<file path="src/rtl/dac_spi_frame_tx_pkg.sv">
// Shared types, constants and frame assembly for the dual-channel DAC SPI serializer.
package dac_spi_pkg;

    typedef enum logic [1:0] {
        IDLE,
        SHIFT,
        GAP
    } state_t;

    localparam int unsigned FRAME_BITS = 24;

    localparam logic [1:0] PD_NORMAL   = 2'b00;
    localparam logic [1:0] PD_1K       = 2'b01;
    localparam logic [1:0] PD_100K     = 2'b10;
    localparam logic [1:0] PD_TRISTATE = 2'b11;

    function automatic logic [FRAME_BITS-1:0] build_frame(
        input logic [1:0]  pd,
        input logic [15:0] word
    );
        return {6'b0, pd, word};
    endfunction

endpackage

</file>
<file path="src/rtl/dac_spi_frame_tx_lane.sv">
// One DAC channel: frame shift register plus registered SYNC/SCLK/DIN pins.
module dac_spi_lane
    import dac_spi_pkg::*;
(
    input  logic                  clk,
    input  logic                  rst_n,
    input  logic                  load,
    input  logic                  advance,
    input  logic                  active,
    input  logic                  sclk_hi,
    input  logic [FRAME_BITS-1:0] frame_in,
    input  logic                  en_in,
    output logic                  sync_n,
    output logic                  sclk,
    output logic                  din
);

    logic [FRAME_BITS-1:0] shift_q, shift_d;
    logic                  en_q, en_d;
    logic                  sync_q, sync_d;
    logic                  sclk_q, sclk_d;
    logic                  din_q, din_d;

    // Pins are computed from the next shift/enable values so they line up with the core's next phase.
    always_comb begin
        shift_d = shift_q;
        en_d    = en_q;
        if (load) begin
            shift_d = frame_in;
            en_d    = en_in;
        end else if (advance) begin
            shift_d = {shift_q[FRAME_BITS-2:0], 1'b0};
        end
        sync_d = !(active && en_d);
        sclk_d = !(active && en_d && !sclk_hi);
        din_d  = active && en_d && shift_d[FRAME_BITS-1];
    end

    always_ff @(posedge clk or negedge rst_n) begin
        if (!rst_n) begin
            shift_q <= '0;
            en_q    <= 1'b0;
            sync_q  <= 1'b1;
            sclk_q  <= 1'b1;
            din_q   <= 1'b0;
        end else begin
            shift_q <= shift_d;
            en_q    <= en_d;
            sync_q  <= sync_d;
            sclk_q  <= sclk_d;
            din_q   <= din_d;
        end
    end

    assign sync_n = sync_q;
    assign sclk   = sclk_q;
    assign din    = din_q;

endmodule

</file>
<file path="src/rtl/dac_spi_frame_tx.sv">
// Dual SPI DAC frame serializer: shared FSM/counter core driving two lanes in lockstep.
// Optional per-channel power-down field: define DAC_SPI_POWERDOWN_EN to add the pd_mode input.
module dac_spi_frame_tx
    import dac_spi_pkg::*;
#(
    parameter int unsigned CLK_DIV          = 2,
    parameter int unsigned SYNC_HIGH_CYCLES = 2
) (
    input  logic        dataclk,
    input  logic        reset,
    input  logic        in_valid,
    output logic        in_ready,
    input  logic [15:0] dac_word_1,
    input  logic [15:0] dac_word_2,
    input  logic [1:0]  DAC_en,
`ifdef DAC_SPI_POWERDOWN_EN
    input  logic [3:0]  pd_mode,
`endif
    output logic [1:0]  DAC_SYNC,
    output logic [1:0]  DAC_SCLK,
    output logic [1:0]  DAC_DIN,
    output logic        busy,
    output logic        frame_done
);

    localparam logic [4:0] BIT_LAST = 5'(FRAME_BITS - 1);
    localparam logic [3:0] DIV_LAST = 4'(CLK_DIV - 1);
    localparam logic [3:0] GAP_LAST = 4'(SYNC_HIGH_CYCLES - 1);

    state_t     state_q, state_d;
    logic [4:0] bit_cnt_q, bit_cnt_d;
    logic [3:0] div_cnt_q, div_cnt_d;
    logic [3:0] gap_cnt_q, gap_cnt_d;
    logic       phase_q, phase_d;     // 0: SCLK-high half, 1: SCLK-low half
    logic       busy_q, busy_d;
    logic       frame_done_q, frame_done_d;
    logic       load, advance, active, sclk_hi;
    logic [1:0] pd_1, pd_2;

`ifdef DAC_SPI_POWERDOWN_EN
    assign pd_1 = pd_mode[1:0];
    assign pd_2 = pd_mode[3:2];
`else
    assign pd_1 = PD_NORMAL;
    assign pd_2 = PD_NORMAL;
`endif

    assign in_ready = (state_q == IDLE);

    always_comb begin
        state_d      = state_q;
        bit_cnt_d    = bit_cnt_q;
        div_cnt_d    = div_cnt_q;
        gap_cnt_d    = gap_cnt_q;
        phase_d      = phase_q;
        frame_done_d = 1'b0;
        load         = 1'b0;
        advance      = 1'b0;
        case (state_q)
            IDLE: begin
                if (in_valid && in_ready) begin
                    state_d   = SHIFT;
                    bit_cnt_d = '0;
                    div_cnt_d = '0;
                    phase_d   = 1'b0;
                    load      = 1'b1;
                end
            end
            SHIFT: begin
                if (div_cnt_q == DIV_LAST) begin
                    div_cnt_d = '0;
                    if (!phase_q) begin
                        phase_d = 1'b1;
                    end else if (bit_cnt_q == BIT_LAST) begin
                        state_d      = GAP;
                        gap_cnt_d    = '0;
                        frame_done_d = 1'b1;
                    end else begin
                        bit_cnt_d = bit_cnt_q + 5'd1;
                        phase_d   = 1'b0;
                        advance   = 1'b1;
                    end
                end else begin
                    div_cnt_d = div_cnt_q + 4'd1;
                end
            end
            GAP: begin
                if (gap_cnt_q == GAP_LAST) begin
                    state_d = IDLE;
                end else begin
                    gap_cnt_d = gap_cnt_q + 4'd1;
                end
            end
            default: state_d = IDLE;
        endcase
        busy_d  = (state_d != IDLE);
        active  = (state_d == SHIFT);
        sclk_hi = !phase_d;
    end

    always_ff @(posedge dataclk or negedge reset) begin
        if (!reset) begin
            state_q      <= IDLE;
            bit_cnt_q    <= '0;
            div_cnt_q    <= '0;
            gap_cnt_q    <= '0;
            phase_q      <= 1'b0;
            busy_q       <= 1'b0;
            frame_done_q <= 1'b0;
        end else begin
            state_q      <= state_d;
            bit_cnt_q    <= bit_cnt_d;
            div_cnt_q    <= div_cnt_d;
            gap_cnt_q    <= gap_cnt_d;
            phase_q      <= phase_d;
            busy_q       <= busy_d;
            frame_done_q <= frame_done_d;
        end
    end

    assign busy       = busy_q;
    assign frame_done = frame_done_q;

    dac_spi_lane u_lane_1 (
        .clk      (dataclk),
        .rst_n    (reset),
        .load     (load),
        .advance  (advance),
        .active   (active),
        .sclk_hi  (sclk_hi),
        .frame_in (build_frame(pd_1, dac_word_1)),
        .en_in    (DAC_en[0]),
        .sync_n   (DAC_SYNC[0]),
        .sclk     (DAC_SCLK[0]),
        .din      (DAC_DIN[0])
    );

    dac_spi_lane u_lane_2 (
        .clk      (dataclk),
        .rst_n    (reset),
        .load     (load),
        .advance  (advance),
        .active   (active),
        .sclk_hi  (sclk_hi),
        .frame_in (build_frame(pd_2, dac_word_2)),
        .en_in    (DAC_en[1]),
        .sync_n   (DAC_SYNC[1]),
        .sclk     (DAC_SCLK[1]),
        .din      (DAC_DIN[1])
    );

endmodule

</file>
<file path="config.mk">
export PLATFORM = sky130hd
export DESIGN_NAME = dac_spi_frame_tx
export DESIGN_NICKNAME = d
export VERILOG_FILES = /design/src/rtl/dac_spi_frame_tx_pkg.sv /design/src/rtl/dac_spi_frame_tx_lane.sv /design/src/rtl/dac_spi_frame_tx.sv
export SDC_FILE = /design/constraint.sdc
export NUM_CORES = 1
export LEC_CHECK = 0
export CAP_MARGIN = 40
export CORE_UTILIZATION = 55
export CTS_CLUSTER_DIAMETER = 40
export CTS_CLUSTER_SIZE = 24
export DETAILED_ROUTE_END_ITERATION = 10
export PLACE_DENSITY_LB_ADDON = 0.1
export SLEW_MARGIN = 20
export SYNTH_ARGS = -nofsm -noshare
export SYNTH_HDL_FRONTEND = slang
export SYNTH_SLANG_ARGS = --single-unit
</file>
<file path="constraint.sdc">
create_clock -name dataclk -period 2 [get_ports dataclk]
set_input_delay 0.4 -clock dataclk [delete_from_list [all_inputs] [get_ports dataclk]]
set_output_delay 0.4 -clock dataclk [all_outputs]
set_load 0.1 [all_outputs]
</file>
# Word-level counts from Yosys, hierarchy flattened
# Index checks and enable logic that the tools add are counted.
[classes]
addsub = 3
eq_ne = 12
mux = 39
n_reduce_logical = 19
[op_table]
columns = ["cell", "count"]
rows = [
  ["two-way mux 24 bit", 4],
  ["two-way mux 4 bit", 6],
  ["two-way mux 5 bit", 4],
  ["one-hot mux 4 bit (2 select lines)", 2],
  ["two-way mux 1 bit", 15],
  ["two-way mux 2 bit", 5],
  ["!= test 2 bit, second input constant", 5],
  ["one-hot mux 5 bit (2 select lines)", 1],
  ["AND reduction 5 bit", 2],
  ["adder 4 x 1 -> 4 bit, second input constant", 2],
  ["== test 4 x 1 -> 1 bit, second input constant", 2],
  ["nonzero test 2 bit", 4],
  ["logical AND 1 bit", 7],
  ["one-hot mux 2 bit (3 select lines)", 1],
  ["adder 5 x 1 -> 5 bit, second input constant", 1],
  ["== test 5 bit, second input constant", 1],
  ["== test 2 x 1 -> 1 bit, second input constant", 2],
  ["logical NOT 1 bit", 4],
  ["== test 2 bit, second input constant", 1],
  ["logical NOT 2 bit", 1],
  ["!= test 2 x 1 -> 1 bit, second input constant", 1],
  ["one-hot mux 1 bit (2 select lines)", 1],
  ["AND reduction 2 bit", 1],
]
[totals]
register_bits = 74
out_inout_bits = 9

# Logic depth before layout (Yosys ltp)
# Gate-level depths: netlist of the first run.
[logic_depth]
word_depth = 9
depth_mapped = 6
ltp_nobuf = 6

# By module
# From an unflattened synthesis of the first run, not the netlist that was laid out.
[unflattened]
cells_unflattened = 316
hier_area_um2 = 3412.0
[by_module_without_submodules]
columns = ["module", "instances", "cells_each", "area_each_um2"]
rows = [
  ["dac_spi_lane", 2, 111, 1247.4],
  ["dac_spi_frame_tx", 1, 94, 917.1],
]

# Worst setup path before layout of the first run
# No wires, ideal clock.
[synth_path]
path_type = "register to output"
from = "register state_q[0]"
to = "output in_ready"
arrival_ns = 1.798
t_required_ns = 1.600
path_slack_ns = -0.198
stages_incl_launch_ff = 3
n_path_buf = 1
path_cell_list = "dfrtp_1 > buf_4 > nor2_1"
[synth_via]
elab_chain_len = 1
[synth_rtl]
columns = ["element", "line", "source"]
rows = [
  ["start: declaration", "dac_spi_frame_tx.sv:30", "state_t state_q, state_d;"],
  ["start signal: assignment", "dac_spi_frame_tx.sv:111", "state_q <= state_d;"],
  ["logical NOT 2 bit", "dac_spi_frame_tx.sv:48", "assign in_ready = (state_q == IDLE);"],
  ["end: declaration", "dac_spi_frame_tx.sv:12", "output logic in_ready,"],
]
# No other way between the ends.

# Worst setup path in the final report of the first run
[layout_path]
from = "register bit_cnt_q[0]"
to = "register u_lane_1.shift_q[10]"
[layout_via]
elab_chain_len = 6
[layout_rtl]
columns = ["element", "line", "source"]
rows = [
  ["start: declaration", "dac_spi_frame_tx.sv:31", "logic [4:0] bit_cnt_q, bit_cnt_d;"],
  ["start signal: assignment", "dac_spi_frame_tx.sv:112", "bit_cnt_q <= bit_cnt_d;"],
  ["== test 5 bit", "dac_spi_frame_tx.sv:74", "end else if (bit_cnt_q == BIT_LAST) begin"],
  ["two-way mux 1 bit", "dac_spi_frame_tx.sv:74", ""],
  ["two-way mux 1 bit", "dac_spi_frame_tx.sv:72", "if (!phase_q) begin"],
  ["two-way mux 1 bit", "dac_spi_frame_tx.sv:70", "if (div_cnt_q == DIV_LAST) begin"],
  ["two-way mux 1 bit", "dac_spi_frame_tx.sv:59", "case (state_q)"],
  ["nonzero test 2 bit (no source line)", "n/a", ""],
  ["end signal: assignment", "dac_spi_frame_tx_lane.sv:47", "shift_q <= shift_d;"],
  ["end: declaration", "dac_spi_frame_tx_lane.sv:18", "logic [FRAME_BITS-1:0] shift_q, shift_d;"],
]
# No other way between the ends.
# A chain may end at the register's enable or synchronous reset.

==> impl_metrics.tcl, run 1 <==
set metrics [dict create \
    syn_inst 307 \
    yosysTopAreaCellShare 0.5095 \
    async_reset_ff_frac 1.000 \
    setup_tns_ns 0 \
    gp_congestion 0.8046 \
    yosys-top-cells-area "dfrtp_1 51%, a221o_1 9.0%, and2_1 6.2%, nand2_1 3.3%, nand4_1 3.3%" \
    syn_nets 349 \
    die_area_mm2 0.006572 \
    cp-start-kind "flop" \
    slew_viol_final 0 \
    dp_hpwl_mm 4.513 \
    r2r_cells 5 \
    htree_levels 3 \
    ys_warn_count 0 \
    vias 2550 \
    crit_fanout 44 \
    grt.total_usage 0.2398 \
    rsz0062_at_grt "false" \
    synth_enable_flop_cells 0 \
    area_delta_synth_final_pct 23.14 \
    nets 394 \
    arrival_ns 2.08 \
    grt-ovfl-total 0 \
    synth_most_common_cell "dfrtp_1" \
    ir_drop_v 0.001042 \
    fmax_ghz 0.5427 \
    cts_tree "yes" \
    ant_nets 0 \
    clk_pin_slew_ns 0.08 \
    relSlewSlack 0.6845 \
    worstPathRequired_ns 2.24 \
    numCtsBuffers 9 \
    cts_resized 0 \
    first_global_vias 2434 \
    start_util 0.5739 \
    antenna_cells 0 \
    first_iter_violations 196 \
    synth_common_cells "70 x dfrtp_1, 34 x and2_1, 31 x a221o_1" \
    setup_viol 0 \
    io_buffer_count 45 \
    synth_area_mm2 0.003438 \
    period_share 0.9213 \
    insertion_delay_ns 0.36 \
    root_buffer "clkbuf_8" \
    syn-mean-instance-area_um2 11.20 \
    crit_path_end_kind "flop" \
    fin_crit_ns 1.843 \
    clock_path_buffers 2 \
    antenna_found_initial 0 \
    drive_above_1_share 0.1657 \
    num_rows 28 \
    critPathKind "flop to flop" \
    totalWireLength_mm 6.867 \
    fin_worst_skew_ns 0.006640 \
    num_io_pins 46 \
    drc 0 \
    synth-seq-cells 74 \
    hold_viol_final 0 \
    yosys.area.top_type "dfrtp_1" \
    outcome "finished, final reports clean" \
    synth_cell_type_count 46 \
    design.core.area_mm2 0.005991 \
    wire_per_inst_um 15.93 \
    cap_viol_max_count 0 \
    drt-pass1-iter-count 4 \
    hold_class "flop to flop" \
    tightest_slew_ns 0.4673 \
    grt_pass1_wl_mm 11.61 \
    clock_sinks 74 \
    chipHeight_um 81.07 \
    synth-seq-area-share 0.5400 \
    leakage_nw 1.880 \
    holdWs_ns 0.4875 \
    die_x_um 81.07 \
    hold_path_depth 2 \
    viasPerCell 5.916 \
    power_density_mw_per_mm2 1323 \
    grt_max_degree 60 \
    synth_flop_cell "dfrtp_1" \
]
-- report_power, final --
group	switching (W)	total (W)	leakage, nW	internal (W)
clock	0.000556	0.00106	0.0834	0.000508
combinational	0.00108	0.00197	0.854	0.000897
sequential	0.000428	0.00256	0.943	0.00213
total	0.00206	0.00560	1.88	0.00354
-- critical path, cell delays in order (launching register included) --
cell and delay [ns]:
dfrtp_1 0.37, ha_1 0.24, and4b_1 0.46, nor3_4 0.09, buf_12 0.18, a221o_1 0.37
-- layout make-up --
type | instances | area, µm²
Clock buffer | 11 | 151.4
Clock inverter | 4 | 27.53
Fill cell | 453 | 1757
Inverter | 5 | 18.77
Multi-Input combinational cell | 197 | 1410
Sequential cell | 74 | 1857
Tap cell | 75 | 93.84
Timing Repair Buffer | 65 | 675.6
-- final timing paths --
kind / startpoint / end / slack [ns]
max: bit_cnt_q[0] / u_lane_1.shift_q[10] / 0.16
min reg2reg: u_lane_2.en_q / u_lane_2.en_q / 0.49
max reg2reg: bit_cnt_q[0] / u_lane_1.shift_q[10] / 0.16
max in group asynchronous: reset / u_lane_1.sclk / 0.85
min: u_lane_2.en_q / u_lane_2.en_q / 0.49
min in group asynchronous: reset / u_lane_2.din / 0.50
-- per-stage QoR --
step | total power, W | std cells | util | setup WS, ns | instance area [µm²]
floorplan | 0.003943 | 307 | - | 0.2609 | 3441
global placement | 0.004478 | 415 | 0.6752 | 0.1200 | 4045
detailed placement | 0.004559 | 415 | 0.6752 | 0.08886 | 4045
CTS | 0.005631 | 431 | 0.7068 | 0.1683 | 4234
global route | 0.005968 | 431 | 0.7068 | 0.005174 | 4234
finish | 0.005601 | 431 | 0.7068 | 0.1575 | 4234
-- sequential cells by signal, summed over array words and instances, names as in the netlist --
register / cells
u_lane_1.sync_n: 1
u_lane_2.en_q: 1
u_lane_1.shift_q: 24
frame_done: 1
u_lane_1.en_q: 1
u_lane_2.din: 1
u_lane_2.sclk: 1
u_lane_2.sync_n: 1
bit_cnt_q: 5
gap_cnt_q: 4
u_lane_2.shift_q: 24
div_cnt_q: 4
u_lane_1.sclk: 1
state_q: 2
busy: 1
phase_q: 1
u_lane_1.din: 1
-- logic make-up after synthesis --
logic type / count (synthesis) / share of synthesized area
XOR/XNOR: 1 / 0.002548
AND/OR/NAND/NOR: 114 / 0.2001
adder cells (fa/ha/maj): 5 / 0.01820
multiplexers: 4 / 0.01201
AO/OA/AOI/OAI: 73 / 0.1729
flip-flops: 74 / 0.5400
buffers and inverters: 36 / 0.05422
-- routing by layer --
| layer | part of all wire | track usage | vias up |
|---|---|---|---|
| met4 | 0.016 | 0.08571 | 0 |
| met2 | 0.46 | 0.3588 | 61 |
| met3 | 0.043 | 0.07416 | 11 |
| met1 | 0.48 | 0.3296 | 1254 |
| met5 | 0 | 0 | - |
| li1 | - | - | 1224 |
-- layout by cell type, fill, tap and decap left out, types with 2 or more instances in the layout --
cell             netlist  layout
dfrtp_1               70      70
clkdlybuf4s50_1        0      35
and2_1                34      34
a221o_1               31      31
nand2_1               30      30
buf_4                 10      20
nand4_1               18      18
o21ai_0               15      15
clkbuf_8               0      11
buf_12                 0       8
inv_1                  5       5
nand3_1                5       5
ha_1                   5       5
nor2b_1                4       4
nand2b_1               4       4
o31ai_1                4       4
a21oi_1                4       4
dfstp_2                4       4
nand4b_1               3       3
o22ai_1                3       3
a22o_1                 3       3
mux2i_1                3       3
clkinvlp_4             0       3
and4b_1                2       2
or3b_2                 2       2
a41oi_1                2       2
o311ai_1               2       2
a22oi_1                2       2
-- timing repair --
action,CTS,global route
hold endpoints to repair,13,0
hold buffers,1,0
setup buffers,0,0
Power figures use the tool's default switching activity.
==> run 2, diff against run 1 <==
Settings changed: CORE_UTILIZATION 55 to 45.
==> run 2 against run 1 <==
Effect of this change: combinational power about the same; worst setup slack worse by 0.030 ns; wire length up 2.0%; register-to-register slack worse by 0.03 ns; non-clock buffer count unchanged; sequential power about the same; core utilization down 12 points; clock power up 20%; clock-buffer cell count down 1; design area up 1.6%; power up 3.7%; critical path type unchanged; largest cell class unchanged; largest power group unchanged.
==> impl_metrics.tcl, run 2 (synthesis results as in run 1) <==
set metrics [dict create \
    grt_max_degree 75 \
    drt-pass1-iter-count 4 \
    nets 394 \
    ant_nets 0 \
    setup_tns_ns 0 \
    num_io_pins 46 \
    numCtsBuffers 9 \
    drive_above_1_share 0.1709 \
    grt_pass1_wl_mm 11.96 \
    wire_per_inst_um 15.36 \
    tightest_slew_ns 0.4113 \
    period_share 0.9361 \
    power_frac_clock 0.218 \
    layout_common_cells "70 x dfrtp_1, 35 x clkdlybuf4s50_1, 34 x and2_1, 31 x a221o_1, 30 x nand2_1" \
    antenna_found_initial 0 \
    htree_levels 3 \
    power_density_mw_per_mm2 1350 \
    slew_viol_final 0 \
    top_regs "u_lane_1.shift_q (24), u_lane_2.shift_q (24), bit_cnt_q (5)" \
    cp-start-kind "flop" \
    leakage_nw 1.897 \
    cpLargestDelayFamily "compound AO/OA/AOI/OAI gates" \
    fin_crit_ns 1.872 \
    slowest_stage "or3b_4" \
    chipHeight_um 89.41 \
    hold_class "input pin to async pin" \
    power_w 0.005807 \
    io_buffer_count 45 \
    gp_congestion 0.7782 \
    fmax_ghz 0.5341 \
    worstPathRequired_ns 2.21 \
    rsz0062_at_grt "false" \
    insertion_delay_ns 0.34 \
    power_frac_seq 0.442 \
    start_util 0.4690 \
    relSlewSlack 0.7258 \
    grt.total_usage 0.1969 \
    design.core.area_mm2 0.007331 \
    drc 0 \
    cap_viol_max_count 0 \
    combPwrFrac 0.340 \
    die_area_mm2 0.007994 \
    root_buffer "clkbuf_8" \
    holdWs_ns 0.08728 \
    grt-ovfl-total 0 \
    critPathKind "flop to flop" \
    clock_path_buffers 2 \
    clock_sinks 74 \
    area_delta_synth_final_pct 25.15 \
    postCtsHoldBufs 0 \
    arrival_ns 2.08 \
    cpPeakStageDelay_ns 0.46 \
    viasPerCell 5.664 \
    final_cells 456 \
    fin_worst_skew_ns 0.01331 \
    cts_resized 0 \
    dp_hpwl_mm 4.540 \
    p_sw_w 0.002068 \
    p_sw_frac 0.3562 \
    setup_viol 0 \
    ir_drop_v 0.0004124 \
    num_rows 31 \
    hold_viol_final 0 \
    crit_fanout 9 \
    cts_tree "yes" \
    totalWireLength_mm 7.002 \
    antenna_cells 0 \
    placed_cells 440 \
    path_cells "inv_1, ha_1, or3b_4, buf_4, o311ai_1, a22oi_1" \
    final_common_cell "dfrtp_1" \
    post-cts-setup-buffers 0 \
    first_iter_violations 168 \
    r2r_slack_ns 0.13 \
    first_global_vias 2499 \
    p_int_w 0.003738 \
    outcome "finished, final reports clean" \
    fin_util 0.5870 \
    critPathBufInv 2 \
    crit_path_end_kind "flop" \
    vias 2583 \
    die_x_um 89.41 \
    clk_pin_slew_ns 0.07 \
]
run 2: cell count changes in the layout (fill, tap and decap cells not counted), sizes merged:
| cell | previous run | this run |
|---|---|---|
| bufinv | 0 | 2 |
| clkbuf | 11 | 10 |
| dlygate4sd3 | 1 | 0 |
| buf | 29 | 30 |
run 2: metal layers:
metal,up-vias,track usage,part of all wire
li1,1224,-,-
met1,1296,0.2801,0.49
met2,55,0.2998,0.46
met3,8,0.03509,0.031
met4,0,0.07792,0.015
met5,-,0,0
run 2: final cells by class:
class                           instances  area, µm²
Fill cell                             610       3028
Sequential cell                        74       1857
Multi-Input combinational cell        197       1411
Timing Repair Buffer                   65      673.1
Clock buffer                           10      127.6
Tap cell                               99      123.9
Clock inverter                          6      91.34
Inverter                                5      18.77
run 2: worst reg2reg max path, stage by stage (launching register included):
cell      delay (ns)
dfrtp_1         0.42
inv_1           0.07
ha_1            0.14
or3b_4          0.46
buf_4           0.18
o311ai_1        0.34
a22oi_1         0.14
run 2: path summary, 6_finish.rpt:
check	cells after the start	end	startpoint
max in group asynchronous	2	u_lane_1.sclk	reset
min in group dataclk	2	u_lane_2.en_q	u_lane_2.en_q
min	2	u_lane_2.din	reset
max reg2reg	6	u_lane_1.din	div_cnt_q[1]
max	6	u_lane_1.din	div_cnt_q[1]
min reg2reg	2	u_lane_2.en_q	u_lane_2.en_q
run 2: stage by stage:
stage	setup WS [ns]	cell area (µm²)
2_1_floorplan	0.2609	3441
3_3_place_gp	0.09634	4083
3_5_place_dp	0.08366	4083
4_1_cts	0.06876	4302
5_1_grt	0.02370	4303
6_report	0.1277	4303
run 2: power by group through the flow:
stage,Combinational (W),Sequential (W),Clock (W)
3_3_place_gp,0.00194,0.00257,0
3_5_place_dp,0.00198,0.00257,0
2_1_floorplan,0.00150,0.00244,0
6_report,0.00197,0.00257,0.00127
5_1_grt,0.00218,0.00265,0.00136
4_1_cts,0.00199,0.00256,0.00129
==> run 3, diff against run 2 <==
Settings changed: ABC_CLOCK_PERIOD_IN_PS set to 2000, REMOVE_ABC_BUFFERS set to 1.
==> run 3 against run 2 <==
Effect of this change: worst hold slack gained 0.39 ns; global-route usage grew 0.087 points; non-clock buffer count unchanged; maximum frequency rose by 1.3%; cell count stayed put; power is 3.1% lower; via count down 1.4%; clock skew decreased by 0.0033 ns; highest routed layer unchanged.
==> impl_metrics.tcl, run 3 (synthesis results as in run 1) <==
set metrics [dict create \
    design.core.area_mm2 0.007331 \
    num_io_pins 46 \
    drive_above_1_share 0.1541 \
    cap_viol_max_count 0 \
    die_area_mm2 0.007994 \
    crit_path_end_kind "flop" \
    critPathKind "flop to flop" \
    clock_path_buffers 2 \
    setup_viol 0 \
    fillCellCount 635 \
    start_util 0.4690 \
    cpLargestDelayFamily "simple AND/OR/NAND/NOR gates" \
    num_rows 31 \
    path_cells "ha_1, or3b_4, nor3_4, buf_12, a221o_1" \
    drc 0 \
    period_share 0.9243 \
    slew_viol_final 0 \
    grt_pass1_wl_mm 11.93 \
    chipHeight_um 89.41 \
    seqCellArea_mm2 0.001857 \
    power_density_mw_per_mm2 1320 \
    antenna_cells 0 \
    io_buffer_count 45 \
    totalWireLength_mm 6.850 \
    grt_max_degree 45 \
    worstPathRequired_ns 2.27 \
    antenna_found_initial 0 \
    ant_nets 0 \
    nets 394 \
    top_regs "u_lane_1.shift_q (24), u_lane_2.shift_q (24), bit_cnt_q (5)" \
    fin_worst_skew_ns 0.009962 \
    clk_pin_slew_ns 0.08 \
    cts_tree "yes" \
    clock_sinks 74 \
    wire_per_inst_um 15.02 \
    viasPerCell 5.583 \
    relSlewSlack 0.7189 \
    hold_viol_final 0 \
    ir_drop_v 0.0004552 \
    r2r_cells 5 \
    multi_input_area_mm2 0.001408 \
    first_iter_violations 128 \
    htree_levels 3 \
    gp_congestion 0.7533 \
    grt-ovfl-total 0 \
    dpl_cell_area_mm2 0.004073 \
    drt-pass1-iter-count 4 \
    cp-start-kind "flop" \
    power_w 0.005625 \
    slowest_stage "or3b_4" \
    crit_fanout 44 \
    tightest_slew_ns 0.4217 \
    layout_common_cells "70 x dfrtp_1, 35 x clkdlybuf4s50_1, 34 x and2_1, 31 x a221o_1, 30 x nand2_1" \
    outcome "finished, final reports clean" \
    crit_cells 5 \
    grt.total_usage 0.1977 \
    insertion_delay_ns 0.34 \
    leakage_nw 1.888 \
    root_buffer "clkbuf_8" \
    rsz0062_at_grt "false" \
    cpPeakStageDelay_ns 0.49 \
    hold_path_depth 2 \
    hold_class "flop to flop" \
    critPathBufInv 1 \
    fin_util 0.5813 \
    r2r_slack_ns 0.15 \
    fmax_ghz 0.5410 \
    vias 2546 \
    fin_crit_ns 1.849 \
    die_x_um 89.41 \
    numCtsBuffers 9 \
    area_delta_synth_final_pct 23.94 \
    first_global_vias 2533 \
    arrival_ns 2.12 \
    stdcell_area_mm2 0.004262 \
    final_common_cell "dfrtp_1" \
    dp_hpwl_mm 4.530 \
]
run 3: changes by cell type in the layout (fill, tap and decap cells not counted), sizes merged:
cell / delta
clkinv: +1
buf: -1
clkinvlp: -3
clkbuf: +3
dlygate4sd3: +1
bufinv: -1
run 3: what timing repair did:
item / CTS / global route
hold buffers: 1 / 0
endpoints found under the hold margin: 14 / 0
resized for setup: 0 / 0
buffers inserted: 0 / 0
run 3: where the power goes:
part           total, W  leakage (nW)  internal [W]  switching, W
Sequential      0.00255         0.943       0.00214      0.000414
Clock           0.00109        0.0914      0.000575      0.000514
Combinational   0.00199         0.854      0.000905       0.00108
Total           0.00563          1.89       0.00362       0.00201
run 3: worst paths after layout:
path	startpoint	end
max	div_cnt_q[0]	u_lane_1.shift_q[3]
min	u_lane_2.en_q	u_lane_2.en_q
max reg2reg	div_cnt_q[0]	u_lane_1.shift_q[3]
min reg2reg	u_lane_2.en_q	u_lane_2.en_q
max in group asynchronous	reset	u_lane_1.sclk
min in group asynchronous	reset	u_lane_2.shift_q[21]
run 3: layer usage:
layer	global-route usage	wire, µm	up-vias
met5	0	0	-
met4	0.05772	72	0
met3	0.04432	290	6
met2	0.3123	3103	72
met1	0.2747	3384	1248
li1	-	-	1220
run 3: layout make-up:
cell class	instances	share of cell area
clock buffer	13	0.03259
clock inverter	3	0.009395
inverter	5	0.004404
multi-input combinational	197	0.3303
sequential	74	0.4357
tap	99	0.02907
timing repair buffer	65	0.1585
run 3: stage by stage:
stage	hold WS, ns	std cells	setup TNS (ns)	worst slack, ns
2_1_floorplan	0.1044	276	-35.54	-1.038
3_3_place_gp	0.3617	439	0	0.07161
3_5_place_dp	0.3614	439	0	0.03900
4_1_cts	0.4867	456	0	0.1535
5_1_grt	0.5312	456	0	0.04545
6_report	0.4813	456	0	0.1515
run 3: worst min-delay path, stage by stage (launching register included):
cell and delay [ns]:
dfrtp_1 0.34, nand2_1 0.05, nand2_1 0.05
